<file path="src/rtl/rr_arb_mux.sv">
// rr_arb_mux: registered, flow-controlled arbitrating mux.
// 2**NUM_SLCT_LNS valid/ready channels compete for a single output register.
// A round-robin arbiter picks one winner per cycle.
// Define RR_ARB_MUX_FIXED_PRIO_EN to switch the arbiter to fixed priority,
// where the lowest-indexed valid channel wins.
module rr_arb_mux #(
    parameter int NUM_SLCT_LNS = 2,
    parameter int PCK_SZ       = 4,
    localparam int N           = 1 << NUM_SLCT_LNS
) (
    input  logic                    i_clk,
    input  logic                    i_rst_n,
    input  logic [N-1:0]            i_valid,
    input  logic [PCK_SZ-1:0]       i_input_signal [N-1:0],
    output logic [N-1:0]            o_ready,
    output logic                    o_valid,
    output logic [PCK_SZ-1:0]       o_out,
    output logic [NUM_SLCT_LNS-1:0] o_grant,
    input  logic                    i_ready
);

    logic                    load_ok;
    logic                    any_valid;
    logic                    xfer;
    logic [NUM_SLCT_LNS-1:0] winner;

    assign load_ok   = !o_valid || i_ready;
    assign any_valid = |i_valid;
    assign xfer      = |(i_valid & o_ready);

`ifdef RR_ARB_MUX_FIXED_PRIO_EN
    // Fixed priority: scan from the top down so the lowest valid index wins.
    always_comb begin
        winner = '0;
        for (int i = N - 1; i >= 0; i--) begin
            if (i_valid[i]) winner = NUM_SLCT_LNS'(i);
        end
    end
`else
    logic [NUM_SLCT_LNS-1:0] last;
    logic [NUM_SLCT_LNS-1:0] idx;
    logic                    found;

    // Round-robin: first valid channel after `last`, wrapping modulo N.
    // The offset i == N truncates to zero, so `last` itself is checked last.
    always_comb begin
        winner = last;
        idx    = '0;
        found  = 1'b0;
        for (int i = 1; i <= N; i++) begin
            idx = last + NUM_SLCT_LNS'(i);
            if (!found && i_valid[idx]) begin
                winner = idx;
                found  = 1'b1;
            end
        end
    end

    // Priority pointer follows every completed handshake; reset points at
    // N-1 so channel 0 is first in line after release.
    always_ff @(posedge i_clk or negedge i_rst_n) begin
        if (!i_rst_n)  last <= NUM_SLCT_LNS'(N - 1);
        else if (xfer) last <= winner;
    end
`endif

    // One-hot accept toward the winner; forced low while in reset so no
    // handshake can complete during an asynchronous reset.
    always_comb begin
        o_ready = '0;
        if (i_rst_n && load_ok && any_valid) o_ready[winner] = 1'b1;
    end

    // Output register: load on handshake, empty on drain without refill,
    // otherwise hold.
    always_ff @(posedge i_clk or negedge i_rst_n) begin
        if (!i_rst_n) begin
            o_valid <= 1'b0;
            o_out   <= '0;
            o_grant <= '0;
        end else if (xfer) begin
            o_valid <= 1'b1;
            o_out   <= i_input_signal[winner];
            o_grant <= winner;
        end else if (o_valid && i_ready) begin
            o_valid <= 1'b0;
        end
    end

endmodule

</file>
<file path="config.mk">
export PLATFORM = sky130hd
export DESIGN_NAME = rr_arb_mux
export DESIGN_NICKNAME = d
export VERILOG_FILES = /design/src/rtl/rr_arb_mux.sv
export SDC_FILE = /design/constraint.sdc
export NUM_CORES = 1
export LEC_CHECK = 0
export ABC_AREA = 1
export CAP_MARGIN = 20
export CELL_PAD_IN_SITES_DETAIL_PLACEMENT = 1
export CELL_PAD_IN_SITES_GLOBAL_PLACEMENT = 2
export CORE_MARGIN = 2
export CORE_UTILIZATION = 22
export DETAILED_ROUTE_END_ITERATION = 16
export GPL_TIMING_DRIVEN = 0
export PLACE_DENSITY = 0.82
export SYNTH_ARGS = -nofsm -noshare
export SYNTH_HDL_FRONTEND = slang
export SYNTH_SLANG_ARGS = --single-unit
</file>
<file path="constraint.sdc">
create_clock -name i_clk -period 2.5 [get_ports i_clk]
set_input_delay 0.75 -clock i_clk [delete_from_list [all_inputs] [get_ports i_clk]]
set_output_delay 0.75 -clock i_clk [all_outputs]
set_load 0.01 [all_outputs]
</file>
==> run_results.csv, run 1 <==
group,metric,value,unit
clock_tree,clockRootBuffer,"clkbuf_8",
grt,grt_pass1_wl,5568,um
timing,clock_skew,0.4932,ps
clock_tree,cts-htree-levels,1,
routing,drt-initial-drc-count,22,
routing,finalWirelength,3462,um
routing,dr.pass1.iters,3,
synthesis,synth_compound_area_share,2.941,%
worst_setup_path,cp-startpoint,"last[0]",
worst_setup_path,end_kind,"output pin",
clock_tree,clkTransAtPathRegs,50,ps
synthesis,synth_simple_gate_area_share,62.70,%
finish,multi_input_area,735.7,um2
worst_setup_path,cp.arrival,1980,ps
floorplanning,start_util,23.07,%
worst_hold_path,hp-class,"input port to async pin",
finish,fillCellCount,494,
grt,grt_overflow,0,
timing,post-route-period-util,109.1,%
routing,route.vias.total,1141,
synthesis,synth_cell_types,20,
placed_design,dp_hpwl,2351,um
synthesis,synth_top_area_share,21.66,%
clock_tree,hold_buffers,0,
grt,antenna_found_initial,0,
finish,syn2layout_area_growth,75.94,%
clock_tree,clk_latency,230,ps
synthesis,synth_most_common_cell,"nand2_1",
clock_tree,clk_path_buf_depth,2,
synthesis,synth_top_cells_by_count,"nand2_1, nand3_1, inv_1",
status,violations,"setup timing",
synthesis,synth_edf_count,0,
placed_design,place_area,1340,um2
synthesis,netlist_area,935.9,um2
timing,hold_ws,469.5,ps
timing,setup_violations,4,
synthesis,synth_seq_cells,9,
synthesis,yosys_warnings,0,
routing,ant_nets,0,
grt,grt_pass1_vias,1201,
worst_setup_path,setup.worst_path.class,"flop to output pin",
routing,drc_errors,0,
synthesis,muxShareOfSynthArea,0,%
floorplanning,die_area,4792,um2
clock_tree,cts_tree,"built",
synthesis,ys_seq_area_share,24.33,%
finish,num_antenna_cells,0,
timing,worst_pin_slew,355.9,ps
floorplanning,row_count,23,
worst_setup_path,cp-start-kind,"flop",
timing,setup_slack,-227.5,ps
finish,final_core_util,40.58,%
floorplanning,io_pins,34,
worst_setup_path,worstReg2RegStart,"last[0]",
synthesis,synth_cells,143,
status,status,"complete, but fails checks",
power_and_ir_drop,leakage,0.8338,nW
synthesis,synth_top_cell_by_area,"nand2_1",
timing,finalCriticalPeriod,2728,ps
floorplanning,die_w,69.23,um
synthesis,synth_top_family_by_area,"simple AND/OR/NAND/NOR gates",
finish,regArea,227.7,um2
grt,grt_usage,14.02,%
power_and_ir_drop,power.density,1675,nW/um2
floorplanning,die_h,69.23,um
clock_tree,clock_sinks,9,
finish,fin_nets,225,
job,maxCapViolations,0,
placed_design,port_buffers,33,
floorplanning,design.core.area,4058,um2
grt,grt_max_degree,11,
finish,final_area,1647,um2
timing,relSlewSlack,76.08,%
placed_design,pre_cts_slack,-1538,ps
finish,final_layout_size_suffix_gt1_share,39.30,%
synthesis,async_reset_ff_share,100.0,%
timing,rsz0062_at_grt,"yes",
power_and_ir_drop,p_total,0.002758,W
routing,vias_per_cell,4.546,
power_and_ir_drop,ir_worst_vdd,627.1,uV
synthesis,synth_xor_area_share,0,%
synthesis,syn_avg_cell_area,6.545,um2
timing,slew_violations,0,
synthesis,ys.flop_type,"dfrtp_1",
worst_setup_path,cp.required,1750,ps
synthesis,synthTopCellsByArea,"nand2_1, dfrtp_1, nand3_1, nand2_4, dfstp_2",
timing,final_hold_viol_count,0,
synthesis,synthAdderAreaFrac,0,%
worst_setup_path,critPathMaxFanout,6,
synthesis,synth_nets,166,
routing,wire_per_inst,13.79,um
placed_design,gp_congestion,0.7462,
timing,fmax,0.3666,GHz
clock_tree,tritoncts.num_buffers,3,
-- flip-flops by register name, indices dropped and copies added, names as in the netlist --
register	flops
o_out	4
last	2
o_grant	2
o_valid	1
-- layout by cell type (no fill, tap or decap), drive strengths merged, types with 2 or more instances in the layout --
master,instances
nor2,5
buf,31
inv,18
clkdlybuf4s50,23
nand3,30
dfrtp,7
o21ai,3
clkbuf,4
nand2,69
dfstp,2
nor3,3
-- worst max-delay path, stage by stage (launching register included) --
cell     delay (ps)
dfstp_2         550
inv_2            50
buf_8           130
nand2_4          60
nand2_4          50
nand2_4         100
nand2_8          90
nor2_4          190
nand3_4         100
nand2_4         100
inv_4            40
nor3_2          140
buf_2           150
-- path summary, 6_finish.rpt --
kind	to	depth (start not counted)	slack (ps)
worst max-delay path	o_ready[2]	12	-230
worst min-delay path	o_out[1]	1	470
worst max register to register	o_out[2]	16	390
worst min register to register	o_out[2]	2	490
max in group asynchronous	last[0]	1	1770
min in group i_clk	o_out[2]	2	490
-- area by class of cell --
type	instances	area share (%)
buffer	2	1.596
sequential	9	13.83
multi-input combinational	113	44.68
timing repair buffer	54	28.42
clock buffer	4	2.736
inverter	19	4.939
tap	50	3.799
-- power breakdown --
part	total, W	switching [W]	internal (W)
Clock	0.000169	0.0000578	0.000111
Combinational	0.00231	0.00130	0.00101
Sequential	0.000276	0.0000500	0.000226
Total	0.00276	0.00141	0.00135
-- metrics by stage --
step | cells | TNS, ps
finish | 251 | -818.2
CTS | 247 | -833.8
floorplan | 143 | 0
global placement | 226 | -6820
global route | 251 | -1255
detailed placement | 226 | -7289
-- cell families after synthesis --
logic type,Yosys count
and+or+nand+nor,108
AOI/OAI and AO/OA,5
DFF,9
buffers and inverters,21
-- metal layers --
metal	GRT usage, %	vias to the layer above	part of all wire (%)
met5	0	-	0
met4	3.268	0	0
met3	1.308	0	1.5
met2	25.32	14	53
met1	17.91	554	45
li1	-	573	-
-- repair_timing --
item | 4_1_cts | 5_1_grt
pin swaps | 19 | 15
resized for setup | 49 | 17
setup buffers | 17 | 4
setup endpoints to repair | 10 | 4
Power figures use the tool's default switching activity.
==> run 2, diff against run 1 <==
--- a/config.mk
+++ b/config.mk
@@ -11,6 +11,7 @@
 export CELL_PAD_IN_SITES_GLOBAL_PLACEMENT = 2
 export CORE_MARGIN = 2
 export CORE_UTILIZATION = 22
+export CTS_CLUSTER_DIAMETER = 100
 export DETAILED_ROUTE_END_ITERATION = 16
 export GPL_TIMING_DRIVEN = 0
 export PLACE_DENSITY = 0.82
==> results of run 2 <==
Final layout, timing and power as in run 1 (identical DEF).
==> run 3, diff against run 2 <==
--- a/config.mk
+++ b/config.mk
@@ -10,11 +10,11 @@
 export CELL_PAD_IN_SITES_DETAIL_PLACEMENT = 1
 export CELL_PAD_IN_SITES_GLOBAL_PLACEMENT = 2
 export CORE_MARGIN = 2
-export CORE_UTILIZATION = 22
+export CORE_UTILIZATION = 24
 export CTS_CLUSTER_DIAMETER = 100
 export DETAILED_ROUTE_END_ITERATION = 16
 export GPL_TIMING_DRIVEN = 0
-export PLACE_DENSITY = 0.82
+export PLACE_DENSITY = 0.88
 export SYNTH_ARGS = -nofsm -noshare
 export SYNTH_HDL_FRONTEND = slang
 export SYNTH_SLANG_ARGS = --single-unit
==> constraint.sdc (replaced) <==
create_clock -name i_clk -period 3.4 [get_ports i_clk]
set_input_delay 1.02 -clock i_clk [delete_from_list [all_inputs] [get_ports i_clk]]
set_output_delay 1.02 -clock i_clk [all_outputs]
set_load 0.01 [all_outputs]
==> run 3 against run 2 <==
The run now ends clean. Flip-flop and latch count unchanged. Via count down 6.3%. Combinational power down 42%. Global-route usage up 0.90 points. Non-clock buffer count down 10. Design area down 11%. Utilization down 0.98 points. Sequential share of layout area up 1.6 points. Sequential power down 25%. Critical path depth down 6. Power down 39%. Largest power group unchanged.
==> run_results.csv, run 3 (synthesis gave the netlist of run 1 again) <==
group,metric,value,unit
clock_tree,cts-htree-levels,1,
timing,post-route-period-util,97.60,%
routing,wire_per_inst,12.90,um
timing,hold_ws,477.5,ps
finish,top_regs,"o_out: 4 flops, last: 2 flops, o_grant: 2 flops",
power_and_ir_drop,p_seq_share,12.3,%
grt,antenna_found_initial,0,
worst_setup_path,cp.required,2380,ps
finish,num_antenna_cells,0,
power_and_ir_drop,switching_power,0.0008953,W
finish,final_area,1471,um2
finish,largest_reg_flops,4,
clock_tree,clkTransAtPathRegs,50,ps
worst_setup_path,end_kind,"output pin",
status,status,"finished, final reports clean",
worst_setup_path,setup.worst_path.class,"input port to output pin",
routing,drc_errors,0,
finish,fin_nets,215,
clock_tree,tritoncts.num_buffers,3,
floorplanning,row_count,22,
timing,rsz0062_at_grt,"no",
power_and_ir_drop,p_total,0.001683,W
grt,grt_max_degree,11,
power_and_ir_drop,p_sw_share,53.19,%
clock_tree,clock_sinks,9,
grt,grt_pass1_vias,1135,
finish,fillCellCount,496,
floorplanning,start_util,25.19,%
routing,ant_nets,0,
timing,fmax,0.3013,GHz
power_and_ir_drop,clkPwrFrac,7.6,%
job,maxCapViolations,0,
clock_tree,cts_tree,"built",
grt,grt_usage,14.92,%
clock_tree,clk_path_buf_depth,2,
power_and_ir_drop,combPwrFrac,80.1,%
finish,layout.cells.non_filler,239,
floorplanning,die_h,66.45,um
worst_hold_path,hold_start,"o_grant[0]",
floorplanning,design.core.area,3716,um2
routing,vias_per_cell,4.473,
finish,final_common_cell,"nand2_1",
finish,top_register,"o_out",
floorplanning,die_w,66.45,um
routing,dr.pass1.iters,4,
timing,worst_pin_slew,399.4,ps
clock_tree,hold_buffers,0,
clock_tree,clk_latency,240,ps
timing,clock_skew,2.225,ps
placed_design,dp_hpwl,2335,um
finish,syn2layout_area_growth,57.22,%
worst_setup_path,cp-start-kind,"input port",
timing,slew_violations,0,
timing,setup_violations,0,
finish,final_layout_size_suffix_gt1_share,32.46,%
routing,route.vias.total,1069,
floorplanning,die_area,4415,um2
grt,grt_pass1_wl,5092,um
timing,final_hold_viol_count,0,
power_and_ir_drop,power.density,1144,nW/um2
worst_hold_path,hp-class,"flop to flop",
timing,relSlewSlack,73.15,%
worst_setup_path,worstReg2RegStart,"last[0]",
worst_setup_path,cp-startpoint,"i_ready",
placed_design,place_area,1326,um2
worst_setup_path,cp.arrival,2300,ps
power_and_ir_drop,ir_worst_vdd,481.0,uV
power_and_ir_drop,p_int,0.0007878,W
timing,finalCriticalPeriod,3319,ps
routing,finalWirelength,3084,um
placed_design,port_buffers,33,
placed_design,dpl.cell_count,224,
floorplanning,io_pins,34,
clock_tree,clockRootBuffer,"clkbuf_8",
placed_design,gp_congestion,0.8135,
grt,grt_overflow,0,
finish,layout_common_cells,"nand2_1, nand3_1, clkdlybuf4s50_1",
routing,drt-initial-drc-count,35,
power_and_ir_drop,leakage,0.7536,nW
worst_setup_path,critPathMaxFanout,5,
## run 3: final cells by class
type,count,area (um2),share of cell area [%]
repair buffers,44,381.6,25.94
plain buffers,2,22.52,1.531
well taps,48,60.06,4.082
multi-input cells,113,658.1,44.73
clock buffers,4,45.04,3.061
inverters,19,76.32,5.187
flip-flops and latches,9,227.7,15.48
## run 3: stage by stage
stage / util [%] / worst slack, ps / setup TNS, ps
after floorplan: - / 290.6 / 0
after global placement: 35.69 / -1207 / -3948
after detailed placement: 35.69 / -1339 / -4250
after CTS: 39.33 / 0.8380 / 0
after global routing: 39.60 / 7.369 / 0
final: 39.60 / 81.47 / 0
## run 3: repair_timing
action / in CTS / in global routing
buffers inserted: 10 / 1
pin swaps: 14 / 8
resized for setup: 33 / 13
endpoints found under the setup margin: 4 / 4
## run 3: metal layers
| layer | global-route usage [%] | part of all wire (%) | up-vias |
|---|---|---|---|
| met5 | 0 | 0 | - |
| met4 | 4.592 | 0.68 | 0 |
| met3 | 1.363 | 1.6 | 3 |
| met2 | 28.13 | 56 | 16 |
| met1 | 17.53 | 42 | 505 |
| li1 | - | - | 545 |
## run 3: worst max-delay path, stage by stage
cell and delay [ps]:
clkdlybuf4s50_1 470, nor2_1 70, nor3_4 250, clkinv_4 110, nor3_2 210, buf_2 160
## run 3: path summary, 6_finish.rpt
| check | endpoint | slack, ps | cells past startpoint |
|---|---|---|---|
| worst max-delay path | o_ready[2] | 80 | 6 |
| worst min-delay path | o_grant[0] | 480 | 2 |
| worst max register to register | o_out[0] | 1310 | 16 |
| worst min register to register | o_grant[0] | 480 | 2 |
| max in group asynchronous | last[0] | 2400 | 1 |
| min in group asynchronous | o_out[0] | 730 | 1 |
## run 3: power groups by stage
stage	clock network, W	logic (W)	registers [W]
finish	0.000128	0.00135	0.000207
global route	0.000139	0.00149	0.000216
CTS	0.000131	0.00131	0.000207
detailed placement	0	0.00119	0.000208
global placement	0	0.00116	0.000203
floorplan	0	0.000842	0.000215
